**src/rtl/regfile_wb_arbiter.sv**
```systemverilog
// regfile_wb_arbiter: round-robin arbiter for the register-file write port with mult/div pending scoreboard
module regfile_wb_arbiter #(
  parameter int DATA_W = 32,
  parameter int ADDR_W = 5,
  parameter int NREG = 32
) (
  input  logic              clock,
  input  logic              reset_n,
  input  logic              req0_valid,
  input  logic [ADDR_W-1:0] req0_addr,
  input  logic [DATA_W-1:0] req0_data,
  output logic              req0_ready,
  input  logic              req1_valid,
  input  logic [ADDR_W-1:0] req1_addr,
  input  logic [DATA_W-1:0] req1_data,
  output logic              req1_ready,
  input  logic              iss_valid,
  input  logic [ADDR_W-1:0] iss_addr,
  output logic              wr_en,
  output logic [ADDR_W-1:0] wr_addr,
  output logic [DATA_W-1:0] wr_data,
  output logic [NREG-1:0]   wr_sel,
  output logic [NREG-1:0]   pending
);
  logic              last_grant;
  logic              grant;
  logic [ADDR_W-1:0] grant_addr;
  logic [DATA_W-1:0] grant_data;
  logic [NREG-1:0]   pending_next;
  // Round-robin grant: on conflict the requester that did not win last time goes first
  always_comb begin
    req0_ready = req0_valid & (~req1_valid | last_grant);
    req1_ready = req1_valid & (~req0_valid | ~last_grant);
    grant      = req0_ready | req1_ready;
    grant_addr = req1_ready ? req1_addr : req0_addr;
    grant_data = req1_ready ? req1_data : req0_data;
  end
  // Scoreboard update: completion clears, issue sets afterwards so a same-register issue wins
  always_comb begin
    pending_next = pending;
    if (req1_ready) pending_next[req1_addr] = 1'b0;
    if (iss_valid && iss_addr != '0) pending_next[iss_addr] = 1'b1;
  end
  // Registered write port, grant history and scoreboard
  always_ff @(posedge clock or negedge reset_n) begin
    if (!reset_n) begin
      wr_en      <= 1'b0;
      wr_addr    <= '0;
      wr_data    <= '0;
      wr_sel     <= '0;
      pending    <= '0;
      last_grant <= 1'b1;
    end else begin
      if (grant) begin
        wr_addr    <= grant_addr;
        wr_data    <= grant_data;
        last_grant <= req1_ready;
      end
      wr_en   <= grant && grant_addr != '0;
      wr_sel  <= (grant && grant_addr != '0) ? NREG'(1) << grant_addr : '0;
      pending <= pending_next;
    end
  end
endmodule

```
**config.mk**
```make
export PLATFORM = sky130hd
export DESIGN_NAME = regfile_wb_arbiter
export DESIGN_NICKNAME = d
export VERILOG_FILES = /design/src/rtl/regfile_wb_arbiter.sv
export SDC_FILE = /design/constraint.sdc
export NUM_CORES = 1
export LEC_CHECK = 0
export CORE_MARGIN = 2
export CORE_UTILIZATION = 40
export CTS_BUF_LIST = sky130_fd_sc_hd__clkbuf_2
export DETAILED_ROUTE_END_ITERATION = 6
export GPL_TIMING_DRIVEN = 0
export PLACE_DENSITY = 0.78
export SETUP_SLACK_MARGIN = 0.15
export SYNTH_ARGS = -nofsm -noshare
export SYNTH_HDL_FRONTEND = slang
export SYNTH_SLANG_ARGS = --single-unit
```
**constraint.sdc**
```tcl
create_clock -name clock -period 1.51 [get_ports clock]
set_input_delay 0.453 -clock clock [delete_from_list [all_inputs] [get_ports clock]]
set_output_delay 0.453 -clock clock [all_outputs]
set_load 0.02 [all_outputs]
```
==> out/metrics.csv <==
metric;value;unit
synth-edff-count;0;
synthXorXnorAreaFrac;0;
worst_pin_slew;1.021;ns
setup_violations;196;
synth.most_common_cell;dfrtp_1;
hold_start;req0_addr[2];
fin_crit;2.115;ns
end_kind;primary output;
hp-class;primary input to flop;
synth_top_cell_area_share;0.5462;
cts_buffer_depth;2;
async_flop_share;1.000;
placed_area;6759;um^2
worstSkewPairLatency;0.59;ns
tritoncts;built;
grt_pass1_wl;26.54;mm
syn_area;4673;um^2
die_area;12560;um^2
ff_latch_area;2579;um^2
ys_seq_elements;103;
hpwl;11.41;mm
finalHoldViolCount;0;
wl;19.36;mm
synth_compound_area_frac;0.2268;
finalClockSkew;0.02613;ns
power;8464;uW
start_util;0.4093;
hold_depth;3;
peakVddDrop;0.5871;mV
htreeDepth;3;
grt_usage;0.2661;
placementRows;39;
grt_overflow;0;
drtAntennaViolNets;0;
cts.sinks;103;
numCtsBuffers;9;
cp-start-kind;flop;
yosys_warnings;0;
p_leak;0.003740;uW
critPathMaxFanout;3;
synth-simple-area-share;0.1390;
clkTransAtPathRegs;0.27;ns
grt_max_degree;58;
boundaryPins;188;
finalCritPeriodShare;1.400;
grt_pass1_vias;5129;
fp.coreArea;11420;um^2
routedWlPerCell;21.09;um
layout-drive-gt1-share;0.4181;
areaGrowthSynthToFinish;85.14;%
diodes;0;
slew_violations;0;
numPortBuffers;182;
post-route-drc-count;0;
slew_headroom;0.3196;
via_count;5347;
ys_types;44;
syn-num-nets;589;
violations;setup timing;
r2r-end;wr_sel[2];
vias_per_cell;5.825;
die_w;112.1;um
crit_required;1.06;ns
chipHeight;112.1;um
gp_congestion;0.8634;
synth_flop_cell;dfrtp_1;
layout_setup_ws;-0.6045;ns
design_area;8652;um^2
rr_worst_depth;11;
grt_antenna_before_repair;0;
dr.pass1.iters;5;
synth_common_cells;dfrtp_1, nor2_1, o21ai_0;
ys_seq_area_frac;0.5518;
synth_top_family_by_area;compound AO/OA/AOI/OAI gates;
r2r-start;last_grant;
final_util;0.7577;
synth.mux.area_fraction;0.01580;
hold_end;wr_sel[21];
status;finished with violations;
drtIter0Drc;496;
fillCellCount;679;
r2r_slack;-0.59;ns
multi_input_area;2586;um^2
cts_root_buf;clkbuf_2;
arrival;1.66;ns
yosysTopAreaCell;dfrtp_1;
syn_inst;505;
clock.fmax;0.4729;GHz
critPathKind;flop to primary output;
rsz0062_at_grt;true;
powerDensity;978.2;nW/um^2
nets;855;
ys_top_cells_by_area;dfrtp_1, o21ai_0, nor2_1;
synthAdderAreaFrac;0;
max_cap_violations;0;
avgSynthCellArea;9.254;um^2
==> metrics by stage <==
step,instances,TNS [ns],hold slack (ns),setup slack (ns)
CTS,885,-46.41,0.2233,-0.6504
global route,918,-57.75,0.2944,-0.6708
global placement,830,-437.96,0.4863,-3.670
floorplan,505,-0.6803,0.1574,-0.06407
finish,918,-47.54,0.3500,-0.6045
detailed placement,831,-66.80,0.4830,-1.157
==> state kept, by name (all words and copies together) (netlist names) <==
register	count
last_grant	1
pending	32
wr_addr	5
wr_data	32
wr_en	1
wr_sel	32
==> layer usage <==
layer | global-route usage | part of all wire
met5 | 0 | 0
met4 | 0.1098 | 0.034
met3 | 0.04968 | 0.066
met2 | 0.4438 | 0.52
met1 | 0.3440 | 0.38
==> report_power, final <==
| part | total (uW) | internal (uW) | switching [uW] |
|---|---|---|---|
| combinational | 3570 | 1830 | 1740 |
| sequential | 3430 | 3130 | 306 |
| clock | 1460 | 533 | 932 |
==> final cells by class <==
type,instances,area share
Buffer,34,0.03066
Clock buffer,9,0.005206
Clock inverter,6,0.009689
Inverter,40,0.01793
Multi-Input combinational cell,328,0.2989
Sequential cell,103,0.2980
Tap cell,143,0.02068
Timing Repair Buffer,255,0.3189
==> how the worst max path moves through the flow <==
stage	slack [ns]	startpoint	to
detailed placement	-1.16	req1_valid	req1_ready
global placement	-3.67	reset_n	pending[14]
global route	-0.67	last_grant	req1_ready
floorplan	-0.06	req0_valid	pending[20]
finish	-0.60	last_grant	req1_ready
CTS	-0.65	last_grant	req0_ready
==> logic make-up after synthesis <==
kind of cell / Yosys count
AOI/OAI and AO/OA: 178
and+or+nand+nor: 142
DFF: 103
buffers and inverters: 74
muxes: 7
other: 1
==> timing repair <==
| item | in CTS | in global routing |
|---|---|---|
| setup buffers | 33 | 33 |
| hold buffers | 1 | 0 |
| gates resized for setup | 741 | 128 |
| cloned | 5 | 0 |
| endpoints found under the hold margin | 46 | 0 |
| endpoints found under the setup margin | 206 | 205 |
| pin swaps | 25 | 39 |
==> critical path: stages, from the launching register on <==
cell and delay (ns):
dfstp_2 0.58, buf_6 0.10, a21bo_4 0.15, inv_6 0.04, buf_6 0.11, buf_6 0.12
==> layout by cell type, fill, tap and decap left out, drive strengths merged, types with 11 or more instances in the layout <==
| master | instances |
|---|---|
| inv | 40 |
| nor3 | 15 |
| o22ai | 35 |
| a21oi | 35 |
| nand3 | 11 |
| o21ai | 58 |
| clkbuf | 26 |
| clkdlybuf4s50 | 77 |
| dfrtp | 102 |
| nor2 | 68 |
| buf | 194 |
| nand2 | 18 |
| a31oi | 34 |
(Power assumes the default switching activity.)
